$ cat src/rtl/mux_share_arbiter.sv
// ============================================================================
// Module      : mux_share_arbiter
// Description : Round-robin arbiter time-sharing a 2-to-1 mux between X and Y
//               requesters, with a hold counter that bounds contended grants.
// Revision    : 1.0 - initial release
// ============================================================================
`default_nettype none

module mux_share_arbiter #(
   parameter int WIDTH    = 4,
   parameter int MAX_HOLD = 8
) (
   input  logic             clk,
   input  logic             rst,
   input  logic             req_x,
   input  logic             req_y,
   input  logic [WIDTH-1:0] X,
   input  logic [WIDTH-1:0] Y,
   output logic             gnt_x,
   output logic             gnt_y,
   output logic             s,
   output logic [WIDTH-1:0] M,
   output logic             m_valid
);

   localparam int c_CNT_W = $clog2(MAX_HOLD) + 1;
   localparam logic [c_CNT_W-1:0] c_HOLD_LAST = c_CNT_W'(MAX_HOLD - 1);
   localparam logic [c_CNT_W-1:0] c_CNT_ONE   = c_CNT_W'(1);

   typedef enum logic [1:0] {
      ST_IDLE  = 2'd0,
      ST_GNT_X = 2'd1,
      ST_GNT_Y = 2'd2
   } state_t;

   state_t             r_state;
   state_t             w_state_nxt;
   logic [c_CNT_W-1:0] r_hold_cnt;
   logic [c_CNT_W-1:0] w_cnt_nxt;
   logic               r_last;      // 0: X was granted last, 1: Y
   logic [WIDTH-1:0]   r_m;
   logic               r_m_valid;
   logic               w_busy;

   always_ff @(posedge clk or posedge rst) begin
      if (rst) begin
         r_state    <= ST_IDLE;
         r_hold_cnt <= '0;
         r_last     <= 1'b1;
      end else begin
         r_state    <= w_state_nxt;
         r_hold_cnt <= w_cnt_nxt;
         if (w_state_nxt == ST_GNT_X) begin
            r_last <= 1'b0;
         end else if (w_state_nxt == ST_GNT_Y) begin
            r_last <= 1'b1;
         end
      end
   end

   // The hold counter only advances while the other side is waiting.
   always_comb begin
      w_state_nxt = r_state;
      w_cnt_nxt   = '0;
      case (r_state)
         ST_IDLE: begin
            if (req_x && req_y) begin
               w_state_nxt = r_last ? ST_GNT_X : ST_GNT_Y;
            end else if (req_x) begin
               w_state_nxt = ST_GNT_X;
            end else if (req_y) begin
               w_state_nxt = ST_GNT_Y;
            end
         end
         ST_GNT_X: begin
            if (!req_x) begin
               w_state_nxt = req_y ? ST_GNT_Y : ST_IDLE;
            end else if (req_y) begin
               if (r_hold_cnt == c_HOLD_LAST) begin
                  w_state_nxt = ST_GNT_Y;
               end else begin
                  w_cnt_nxt = r_hold_cnt + c_CNT_ONE;
               end
            end
         end
         ST_GNT_Y: begin
            if (!req_y) begin
               w_state_nxt = req_x ? ST_GNT_X : ST_IDLE;
            end else if (req_x) begin
               if (r_hold_cnt == c_HOLD_LAST) begin
                  w_state_nxt = ST_GNT_X;
               end else begin
                  w_cnt_nxt = r_hold_cnt + c_CNT_ONE;
               end
            end
         end
         default: begin
            w_state_nxt = ST_IDLE;
         end
      endcase
   end

   assign gnt_x  = (r_state == ST_GNT_X);
   assign gnt_y  = (r_state == ST_GNT_Y);
   assign s      = (r_state == ST_GNT_Y);
   assign w_busy = gnt_x | gnt_y;

   // M keeps its last word while idle; only granted cycles load it.
   always_ff @(posedge clk or posedge rst) begin
      if (rst) begin
         r_m       <= '0;
         r_m_valid <= 1'b0;
      end else begin
         if (w_busy) begin
            r_m <= s ? Y : X;
         end
         r_m_valid <= w_busy;
      end
   end

   assign M       = r_m;
   assign m_valid = r_m_valid;

endmodule

`default_nettype wire
$ cat config.mk
export PLATFORM = sky130hd
export DESIGN_NAME = mux_share_arbiter
export DESIGN_NICKNAME = d
export VERILOG_FILES = /design/src/rtl/mux_share_arbiter.sv
export SDC_FILE = /design/constraint.sdc
export NUM_CORES = 1
export LEC_CHECK = 0
export CAP_MARGIN = 20
export CORE_MARGIN = 10
export CORE_UTILIZATION = 40
export DETAILED_ROUTE_END_ITERATION = 8
export PLACE_DENSITY = 0.72
export SYNTH_ARGS = -nofsm -noshare
export SYNTH_HDL_FRONTEND = slang
export SYNTH_SLANG_ARGS = --single-unit
$ cat constraint.sdc
create_clock -name clk -period 1.7 [get_ports clk]
set_input_delay 0.255 -clock clk [delete_from_list [all_inputs] [get_ports clk]]
set_output_delay 0.255 -clock clk [all_outputs]
set_load 0.1 [all_outputs]
==> results of run 1 <==
[worst paths after layout]
check | from | to | slack [ns] | cells after the start
min reg2reg | r_last | r_last | 0.48 | 2
min in group clk | r_last | r_last | 0.48 | 2
max | r_hold_cnt[0] | r_last | -0.01 | 7
max in group asynchronous | rst | r_state[0] | 1.05 | 2
min | rst | r_hold_cnt[1] | 0.29 | 2
max reg2reg | r_hold_cnt[0] | r_last | -0.01 | 7
[state kept, by name (all words and copies together) (netlist names)]
register and count:
r_last 1, M 4, m_valid 1, r_hold_cnt 4, r_state 2
[through the flow]
stage,hold WS [ns],std cells,setup TNS [ns]
after floorplan,0.119,68,-0.100
after global placement,0.455,107,-0.176
after detailed placement,0.460,107,-0.230
after CTS,0.301,111,0
after global routing,0.340,116,-0.0659
final,0.288,116,-0.0117
[cells in the final DEF (no fill, tap or decap), types with 2 or more instances in the layout]
cell / n
clkbuf_4: 3
nor2_1: 9
a21oi_1: 4
buf_4: 12
a31oi_1: 2
buf_12: 8
nand2_1: 2
inv_1: 4
dfrtp_1: 10
clkdlybuf4s50_1: 10
ha_1: 2
mux2i_1: 5
ha_4: 4
[cells by family after synthesis]
logic type | count (synthesis) | synth area share
AND/OR/NAND/NOR | 18 | 0.134
XOR/XNOR | 1 | 0.0129
adder cells (fa/ha/maj) | 6 | 0.110
AO/OA/AOI/OAI | 16 | 0.158
multiplexers | 5 | 0.0737
buffers and inverters | 10 | 0.0663
flip-flops | 12 | 0.444
[layer usage]
metal,vias to the layer above,global-route usage,part of all wire
li1,306,-,-
met1,297,0.103,0.40
met2,20,0.158,0.53
met3,2,0.0226,0.052
met4,0,0.0391,0.011
met5,-,0,0
[repair_timing]
item / 4_1_cts / 5_1_grt
pin swaps: 0 / 7
setup endpoints to repair: 1 / 1
gates resized for setup: 1 / 10
endpoints found under the hold margin: 0 / 0
gates cloned: 0 / 0
buffers inserted: 0 / 5
[critical path, delay by kind of cell (launching register included)]
family	cells	cell delay [ns]
compound gates	2	0.35
fa+ha+maj	2	0.49
flops	1	0.43
simple gates	3	0.36
[cell type report]
| class | count | area, um^2 | area share |
|---|---|---|---|
| Multi-Input combinational cell | 46 | 398 | 0.347 |
| Timing Repair Buffer | 32 | 374 | 0.326 |
| Clock buffer | 4 | 26.3 | 0.0229 |
| Sequential cell | 12 | 303 | 0.264 |
| Tap cell | 16 | 20.0 | 0.0175 |
| Inverter | 6 | 25.0 | 0.0218 |
==> flow_summary_export.csv, run 1 <==
group,metric,value,unit
clock_tree,cts_sinks,12,
placed_design,routabilityCongestion,0.804,
setup_path,endpoint_kind,"flop",
run_status,violations,"setup timing",
setup_path,path_cells,"ha_4, and4b_1, nor2_1, o31a_1, ha_1, nand2_1, o21ai_2",
yosys,synth_area_leader_cell,"dfrtp_1",
yosys,synth_area_leaders,"dfrtp_1 (41%), ha_1 (11%), mux2i_1 (7.4%), nor2_1 (5.0%), dfstp_2 (3.9%)",
yosys,synth.cell_area,679,um^2
detailed_routing,drt_iter0_markers,23,
setup_path,crit_type,"reg -> reg",
floorplanning,fp.dieW,61.2,um
clock_tree,tritoncts,"built",
detailed_routing,drc,0,
cells_and_area,design_area,1150,um^2
clock_tree,clock_tree.root_cell,"clkbuf_4",
detailed_routing,drt-total-wl,1810,um
setup_path,slowest_stage,"dfrtp_1",
global_route,antenna_found_initial,0,
clock_tree,clkSlewWorstSetupHoldPaths,0.08,ns
yosys,synthTopCellsByCount,"dfrtp_1 (11), nor2_1 (9), ha_1 (6), inv_1 (6), mux2i_1 (5)",
placed_design,dp_hpwl,1350,um
yosys,ys_types,26,
placed_design,pre_cts_slack,-0.230,ns
run_status,status,"finished with violations",
setup_path,slowest_delay,0.43,ns
sta,setup_violations,1,
worst_hold_path,min_path_type,"in -> async",
cells_and_area,fin_util,0.735,
sta,relSlewSlack,0.683,
floorplanning,num_rows,14,
floorplanning,fp.dieH,61.2,um
placed_design,placed_cell_area,1030,um^2
clock_tree,cts.path.max_buffers,2,
detailed_routing,antenna_left,0,
yosys,syn_avg_cell_area,9.99,um^2
cells_and_area,n_antenna_cell,0,
cells_and_area,n_fill_cell,110,
clock_tree,htree_levels,1,
global_route,grt_max_degree,13,
yosys,synth_flop_cell,"dfrtp_1",
floorplanning,ios,20,
global_route,grt_first_pass_wirelength,2590,um
setup_path,crit_required,1.91,ns
clock_tree,numCtsBuffers,3,
yosys,syn-num-nets,86,
sta,skew,0.0102,ns
yosys,synth.most_common_cell,"dfrtp_1",
clock_tree,hold_buffers,0,
sta,tightest_slew,0.475,ns
detailed_routing,firstDrtPassIters,4,
yosys,synth-edff-count,0,
detailed_routing,vias,625,
floorplanning,die_area,3750,um^2
yosys,ys_warn_count,0,
global_route,grt_pass1_vias,598,
yosys,synthArstFlopShare,1.00,
sta,fin_ws,-0.0117,ns
sta,finalCriticalPeriod,1.71,ns
flow_run,cap_violations,0,
cells_and_area,nets,119,
detailed_routing,wl_per_cell,15.6,um
setup_path,cp.arrival,1.92,ns
yosys,synth_top_area_frac,0.405,
placed_design,portBuffers,19,
cells_and_area,syn_to_final_growth,68.7,%
global_route,grt_usage,0.0912,
cells_and_area,drive_gt1_frac,0.350,
sta,rsz0062_at_grt,"true",
detailed_routing,via_per_inst,5.39,
clock_tree,insertion_delay,0.28,ns
setup_path,worstPathMaxFanout,3,
global_route,overflow,0,
yosys,ys_seq_elements,12,
sta,post-route-period-util,1.01,
floorplanning,start_util,0.436,
yosys,syn_inst,68,
sta,maxSlewViolCount,0,
floorplanning,core,1560,um^2
yosys,seq_area_frac_synth,0.444,
sta,hold_viol_final,0,
sta,clock.fmax,0.584,GHz
setup_path,crit_path_start_kind,"flop",
Power of run 1 is not shown: default switching activity piles up to over one toggle a cycle in this logic, so the estimate is an artifact.
==> run 2: changes to the inputs <==
--- a/config.mk
+++ b/config.mk
@@ -6,7 +6,7 @@
 export NUM_CORES = 1
 export LEC_CHECK = 0
 export CAP_MARGIN = 20
-export CORE_MARGIN = 10
+export CORE_MARGIN = 8
 export CORE_UTILIZATION = 40
 export DETAILED_ROUTE_END_ITERATION = 8
 export PLACE_DENSITY = 0.72
==> run 2 against run 1 <==
Effect of this change: the flow now finishes without violations; count of clock-buffer cells in the layout stayed put; non-clock buffer count down 4; utilization is 6.2 points lower; worst setup slack better by 0.086 ns; fmax increased by 5.3%; via count down 5.0%; sequential share of layout area grew 0.83 points; critical path depth grew 1; cell count decreased by 2.6%; die area fell by 13%; hold slack got worse by 0.0068 ns; first-iteration DRC count shrank 74%.
==> flow_summary_export.csv, run 2 (synthesis gave the netlist of run 1 again) <==
group,metric,value,unit
global_route,overflow,0,
placed_design,routabilityCongestion,0.868,
floorplanning,start_util,0.411,
placed_design,dp_hpwl,1190,um
floorplanning,num_rows,15,
sta,maxSlewViolCount,0,
sta,skew,0.00148,ns
setup_path,crit_path_start_kind,"flop",
clock_tree,htree_levels,1,
sta,hold_ws,0.281,ns
cells_and_area,n_antenna_cell,0,
clock_tree,clkSlewWorstSetupHoldPaths,0.07,ns
sta,post-route-period-util,0.957,
worst_hold_path,min_path_type,"in -> async",
detailed_routing,drt_iter0_markers,6,
clock_tree,hold_buffers,0,
floorplanning,fp.dieW,57.2,um
setup_path,endpoint_kind,"flop",
sta,finalCriticalPeriod,1.63,ns
global_route,grt_pass1_vias,568,
clock_tree,cts.path.max_buffers,2,
global_route,grt_first_pass_wirelength,2460,um
detailed_routing,via_per_inst,5.26,
detailed_routing,firstDrtPassIters,2,
floorplanning,fp.dieH,57.2,um
placed_design,pre_cts_slack,-0.235,ns
clock_tree,insertion_delay,0.27,ns
global_route,grt_max_degree,13,
sta,relSlewSlack,0.708,
sta,finalSetupTns,0,ns
sta,setup_violations,0,
cells_and_area,n_fill_cell,125,
sta,clock.fmax,0.615,GHz
global_route,antenna_found_initial,0,
sta,fin_ws,0.0738,ns
cells_and_area,mostFrequentLayoutCells,"dfrtp_1 (10), clkdlybuf4s50_1 (10), nor2_1 (9), buf_4 (9), buf_12 (8)",
clock_tree,numCtsBuffers,3,
detailed_routing,drt-total-wl,1510,um
cells_and_area,drive_gt1_frac,0.323,
clock_tree,cts_sinks,12,
setup_path,worstPathMaxFanout,3,
sta,tightest_slew,0.437,ns
setup_path,crit_required,1.90,ns
cells_and_area,nets,115,
detailed_routing,antenna_left,0,
floorplanning,core,1650,um^2
detailed_routing,drc,0,
floorplanning,die_area,3270,um^2
clock_tree,clock_tree.root_cell,"clkbuf_4",
clock_tree,tritoncts,"built",
detailed_routing,vias,594,
detailed_routing,wl_per_cell,13.4,um
flow_run,cap_violations,0,
floorplanning,ios,20,
placed_design,portBuffers,19,
run_status,status,"finished, final reports clean",
cells_and_area,syn_to_final_growth,63.5,%
setup_path,crit_type,"reg -> reg",
setup_path,cp.arrival,1.83,ns
sta,hold_viol_final,0,
global_route,grt_usage,0.0907,
[run 2: layout make-up]
type	instances	area, um^2	share of cell area
sequential	12	303	0.273
tap	17	21.3	0.0191
inverter	6	22.5	0.0203
clock buffer	4	36.3	0.0327
multi-input combinational	46	388	0.349
timing repair buffer	28	340	0.306
[run 2: worst max-delay path, stage by stage (launching register included)]
cell     delay (ns)
dfrtp_2        0.41
inv_2          0.09
ha_2           0.20
and3b_1        0.18
a31oi_2        0.05
a31o_1         0.25
ha_4           0.27
nand2_1        0.04
o21ai_1        0.06
[run 2: repair_timing]
action                                 CTS  global route
setup buffers                            0             2
gates resized for setup                  0             6
setup endpoints to repair                0             1
endpoints found under the hold margin    0             0
[run 2: routing by layer]
metal	track usage	vias to the layer above	wire [um]
met2	0.150	12	772
met5	0	-	0
met1	0.0982	280	633
met3	0.0510	2	100
li1	-	300	-
met4	0.0201	0	8
[run 2: path summary, 6_finish.rpt]
| kind | start | slack, ns | cells after the start | to |
|---|---|---|---|---|
| max | r_state[0] | 0.07 | 8 | r_last |
| max reg2reg | r_state[0] | 0.07 | 8 | r_last |
| min in group clk | r_hold_cnt[0] | 0.47 | 1 | r_hold_cnt[0] |
| min reg2reg | r_hold_cnt[0] | 0.47 | 1 | r_hold_cnt[0] |
| max in group asynchronous | rst | 1.09 | 2 | r_last |
| min | rst | 0.28 | 2 | r_hold_cnt[0] |
[run 2: stage by stage]
step | instance area, um^2 | utilization | std cells
after floorplan | 712 | - | 68
after CTS | 1060 | 0.644 | 111
after global placement | 1030 | 0.622 | 107
after global routing | 1110 | 0.673 | 113
final | 1110 | 0.673 | 113
after detailed placement | 1030 | 0.622 | 107
Power of run 2 is left out for the same reason.
